$ cat src/rtl/ln_row_streamer.sv
// Captures a flattened SEQ_LEN x EMB_DIM tensor in one transfer and replays it
// one element per beat, row-major, over a valid/ready stream.
module ln_row_streamer #(
    parameter int DATA_WIDTH = 16,
    parameter int SEQ_LEN    = 8,
    parameter int EMB_DIM    = 8
) (
    input  logic                                  clk,
    input  logic                                  rst_n,
    input  logic                                  in_valid,
    output logic                                  in_ready,
    input  logic [DATA_WIDTH*SEQ_LEN*EMB_DIM-1:0] x_in,
    input  logic                                  flush,
    output logic                                  m_valid,
    input  logic                                  m_ready,
    output logic [DATA_WIDTH-1:0]                 m_data,
    output logic [((SEQ_LEN > 1) ? $clog2(SEQ_LEN) : 1)-1:0] m_row,
    output logic [((EMB_DIM > 1) ? $clog2(EMB_DIM) : 1)-1:0] m_col,
    output logic                                  m_last_col,
    output logic                                  m_last,
    output logic                                  done
);
    localparam int RW = (SEQ_LEN > 1) ? $clog2(SEQ_LEN) : 1;
    localparam int CW = (EMB_DIM > 1) ? $clog2(EMB_DIM) : 1;

    typedef enum logic [1:0] {S_IDLE, S_STREAM, S_DONE} state_t;

    state_t state, state_nxt;

    logic [DATA_WIDTH-1:0] mem [SEQ_LEN][EMB_DIM];

    logic          capture;
    logic          advance;
    logic [RW-1:0] row_nxt;
    logic [CW-1:0] col_nxt;

    // State register
    always_ff @(posedge clk) begin
        if (!rst_n) state <= S_IDLE;
        else        state <= state_nxt;
    end

    // Next-state logic; flush wins over the final handshake
    always_comb begin
        state_nxt = state;
        case (state)
            S_IDLE:   if (in_valid) state_nxt = S_STREAM;
            S_STREAM: begin
                if (flush)                  state_nxt = S_IDLE;
                else if (m_ready && m_last) state_nxt = S_DONE;
            end
            S_DONE:   state_nxt = S_IDLE;
            default:  state_nxt = S_IDLE;
        endcase
    end

    // Output decode
    always_comb begin
        in_ready = 1'b0;
        m_valid  = 1'b0;
        done     = 1'b0;
        case (state)
            S_IDLE:   in_ready = 1'b1;
            S_STREAM: m_valid  = 1'b1;
            S_DONE:   done     = 1'b1;
            default:  ;
        endcase
    end

    assign capture = in_valid && in_ready;
    // The final beat leaves the indices parked so they never exceed the bounds
    assign advance = m_valid && m_ready && !m_last;

    always_comb begin
        col_nxt = m_last_col ? '0 : m_col + CW'(1);
        row_nxt = m_last_col ? m_row + RW'(1) : m_row;
    end

    always_ff @(posedge clk) begin
        if (!rst_n) begin
            for (int r = 0; r < SEQ_LEN; r++)
                for (int c = 0; c < EMB_DIM; c++)
                    mem[r][c] <= '0;
            m_data     <= '0;
            m_row      <= '0;
            m_col      <= '0;
            m_last_col <= 1'b0;
            m_last     <= 1'b0;
        end else if (capture) begin
            for (int r = 0; r < SEQ_LEN; r++)
                for (int c = 0; c < EMB_DIM; c++)
                    mem[r][c] <= x_in[(r*EMB_DIM+c)*DATA_WIDTH +: DATA_WIDTH];
            m_data     <= x_in[DATA_WIDTH-1:0];
            m_row      <= '0;
            m_col      <= '0;
            m_last_col <= (EMB_DIM == 1);
            m_last     <= (EMB_DIM == 1) && (SEQ_LEN == 1);
        end else if (advance) begin
            m_data     <= mem[row_nxt][col_nxt];
            m_row      <= row_nxt;
            m_col      <= col_nxt;
            m_last_col <= (col_nxt == CW'(EMB_DIM-1));
            m_last     <= (col_nxt == CW'(EMB_DIM-1)) && (row_nxt == RW'(SEQ_LEN-1));
        end
    end

endmodule

$ cat config.mk
export PLATFORM = sky130hd
export DESIGN_NAME = ln_row_streamer
export DESIGN_NICKNAME = d
export VERILOG_FILES = /design/src/rtl/ln_row_streamer.sv
export SDC_FILE = /design/constraint.sdc
export NUM_CORES = 2
export LEC_CHECK = 0
export CORE_AREA = 4 4 413 415
export CTS_BUF_LIST = sky130_fd_sc_hd__clkbuf_8
export CTS_CLUSTER_SIZE = 12
export DETAILED_ROUTE_END_ITERATION = 10
export DIE_AREA = 0 0 417 419
export PLACE_DENSITY = 0.47
export SYNTH_ARGS = -nofsm -noshare
export SYNTH_HDL_FRONTEND = slang
export SYNTH_SLANG_ARGS = --single-unit
$ cat constraint.sdc
create_clock -name clk -period 75.7 [get_ports clk]
set_input_delay 15.14 -clock clk [delete_from_list [all_inputs] [get_ports clk]]
set_output_delay 15.14 -clock clk [all_outputs]
set_load 0.005 [all_outputs]
==> run_results.csv <==
group,metric,value,unit
clocking,cts.sinks,1050,
min_path,depth_of_the_worst_hold_timing_path,2,
global_routing,global_route_wire_length_before_repair,274000,um
pwr,internal-power,1.02,mW
timing,clock-skew-final,0.0353,ns
synth,postSynth.asyncResetShare,0,%
finish,stdcell_area,65300,um2
finish,syn2layout_area_growth,33.5,%
detailed_routing,routedLengthMet1,80500,um
finish,multi_input_area,16500,um2
timing,min_period_over_period,24.7,%
timing,worst_slew_pin_slew,1.17,ns
critical_path,critPathArrivalTime,19.23,ns
finish,drive_gt1_share,15.0,%
detailed_routing,drc,0,
clocking,ctsResizeCount,0,
clocking,cts_root_buf,"clkbuf_8",
synth,top_cell_type_s_share_of_synthesized_area,62.9,%
critical_path,crit_path_max_fanout,154,
synth,synthesis.area_per_instance,16.0,um2
critical_path,timing.setup.critical_path_class,"input pin to register",
pwr,ir_drop,0.0000144,V
detailed_routing,initialDrtViolationCount,2726,
synth,synth.ff_latch_count,1050,
detailed_routing,wirelength_per_cell,31.3,um
clocking,cts_post_setup_buffers_inserted,0,
pwr,static-leakage-power,23.4,nW
floorplanning,die_footprint,175000,um2
timing,final-setup-viol-count,0,
run,drv_cap,0,
synth,syn_area,48900,um2
pwr,power.share.clock,37.4,%
global_routing,antenna_found_initial,129,
timing,fin_tns_setup,0,ns
global_routing,via_count_of_the_first_global_routing_pass,32900,
placed_design,gpl.final_weighted_congestion,0.846,
floorplanning,fp.dieH,419,um
clocking,tritoncts.num_buffers,196,
floorplanning,core_area,167000,um2
placed_design,io_buffer_count,1055,
detailed_routing,vias,32000,
timing,timing.fmax,53.4,MHz
clocking,source_to_sink_clock_delay_at_the_later_pin_of_the_worst_skew_pair,0.90,ns
floorplanning,design.portCount,1056,
pwr,net-switching-power,341,uW
floorplanning,die_wd,417,um
pwr,power.switching_fraction,25.0,%
min_path,hold_class,"register to register",
critical_path,worstSetupStartpointType,"input pin",
finish,nNetsFinal,5168,
placed_design,place_area,61700,um2
timing,drv_slew,0,
detailed_routing,dr.max_layer_used,"met5",
detailed_routing,drtAntennaViolNets,0,
global_routing,globalRouteOverflowTotal,0,
timing,final-hold-violation-count,0,
synth,synth_ff_type,"edfxtp_1",
critical_path,cp_data_required_time,76.20,ns
placed_design,hpwl,154000,um
clocking,maximum_buffer_depth_of_the_clock_tree,3,
synth,synthesis.nets,4092,
clocking,clock_tree_from_tritoncts,"done",
detailed_routing,dr.pass1.iters,7,
detailed_routing,routed_wirelength,205000,um
clocking,cts_hold_repair.buffers,0,
critical_path,reg2regPathDepth,8,
global_routing,gr_util_all_layers,22.8,%
detailed_routing,met2WireLength,106000,um
run_status,status,"completed",
clocking,h_tree_levels,4,
floorplanning,floorplan.initialDensity,29.3,%
timing,rsz0062_at_grt,"false",
pwr,seq_power_share,52.0,%
pwr,pwr-share-comb,10.6,%
critical_path,ff2ff_setup_slack,70.78,ns
floorplanning,rows,150,
global_routing,maximum_number_of_pins_on_one_net_before_global_route_repair,263,
synth,number_of_cells_produced_by_synthesis,3061,
finish,register_cell_area_after_layout,31300,um2
synth,number_of_flops_mapped_to_enable_cells_by_yosys,1024,
synth,seq_total_area_yosys,64.0,%
synth,largest_area_contributor_in_the_netlist,"edfxtp_1",
detailed_routing,route.met3.wl,12500,um
finish,n_fill_cell,15900,
critical_path,worst_setup_path_end_kind,"register",
synth,netlist_top_cells_area,"edfxtp_1 (63%), mux4_2 (15%), and2_1 (13%), clkbuf_1 (1.2%), dfxtp_1 (1.1%)",
synth,yosys.cell_types.count,55,
clocking,worst_setup_hold_path_clk_slew,0.06,ns
timing,layout_min_cycle_time,18.73,ns
synth,synth-warning-count,0,
detailed_routing,via_per_inst,4.88,
timing,relative_slew_margins,21.4,%
pwr,power-per-cell-area,20.9,nW/um2
[worst paths after layout]
check	from	end
max reg2reg	m_row[1]$_SDFFE_PP0P_	m_data[6]$_SDFFE_PN0P_
max	in_valid	mem[3][41]$_SDFFCE_PN0P_
min reg2reg	m_last$_SDFFE_PP0P_	state[1]$_SDFFE_PN0P_
min	m_last$_SDFFE_PP0P_	state[1]$_SDFFE_PN0P_
[layer usage]
metal / up-vias / global-route usage [%]
met4: 24 / 7.26
met2: 1248 / 40.1
met5: - / 0
met1: 16500 / 27.9
li1: 13800 / -
met3: 356 / 5.27
[cell usage after synthesis, drive strengths merged (5+ instances only)]
library cell / count
o221ai: 16
o32ai: 15
a32oi: 15
nand2: 43
a2111oi: 17
inv: 21
a211oi: 31
and2: 1023
clkbuf: 153
o21ai: 31
a21oi: 11
edfxtp: 1024
buf: 80
and3: 45
nand3: 20
nor2: 65
a311o: 15
dfxtp: 26
mux2i: 30
or4: 15
nor3: 5
mux4: 320
[flip-flops by register name, indices dropped and copies added (netlist names)]
register,count
mem,1024
m_data,16
m_col,3
m_row,3
state,2
m_last,1
m_last_col,1
[through the flow]
stage	utilization (%)	power [mW]	cells	hold WS [ns]	setup WS [ns]
finish	39.2	1.36	6549	0.568	56.97
global placement	37.0	0.866	6143	0.563	55.93
CTS	39.1	1.38	6503	0.568	56.90
detailed placement	37.0	0.867	6143	0.546	55.88
floorplan	-	0.809	3061	0.480	36.42
global route	39.1	1.42	6524	0.601	56.69
[layout by cell type (no fill, tap or decap), drive strengths merged, types with 31 or more instances in the layout]
cell,netlist,layout
diode,0,46
inv,21,110
nand2,43,43
edfxtp,1024,1024
clkbuf,153,196
o21ai,31,31
and3,45,45
buf,80,56
mux4,320,320
nor2,65,65
and2,1023,1023
clkinv,0,69
clkdlybuf4s50,0,1055
a211oi,31,31
[power groups by stage]
stage               Sequential [mW]  Clock, mW  Combinational, mW
floorplan                     0.752          0             0.0567
global placement              0.719          0              0.147
detailed placement            0.720          0              0.147
CTS                           0.709      0.528              0.148
global route                  0.713      0.553              0.155
finish                        0.709      0.509              0.145
[final cells by class]
type / count / share of cell area, %
Sequential cell: 1050 / 47.9
Multi-Input combinational cell: 1757 / 25.3
Timing Repair Buffer: 1111 / 16.9
Tap cell: 2204 / 4.22
Clock buffer: 196 / 4.13
Clock inverter: 164 / 1.25
Antenna cell: 46 / 0.176
Inverter: 21 / 0.121
[cells by family after synthesis]
logic type | after synthesis | share of synthesized area [%]
and+or+nand+nor | 1235 | 15.3
DFF | 1050 | 64.0
muxes | 350 | 15.4
buffers and inverters | 254 | 2.63
AOI/OAI and AO/OA | 165 | 2.63
xor gates and xnor gates | 5 | 0.0896
adders and majority gates | 2 | 0.0512
[critical path, stage by stage]
cell and delay, ns:
clkdlybuf4s50_1 0.54, nand2_1 0.12, buf_4 0.25, nand2_4 0.77, buf_4 0.79, buf_12 0.54, buf_4 0.81
No activity file was read; power rests on OpenSTA's default activity.
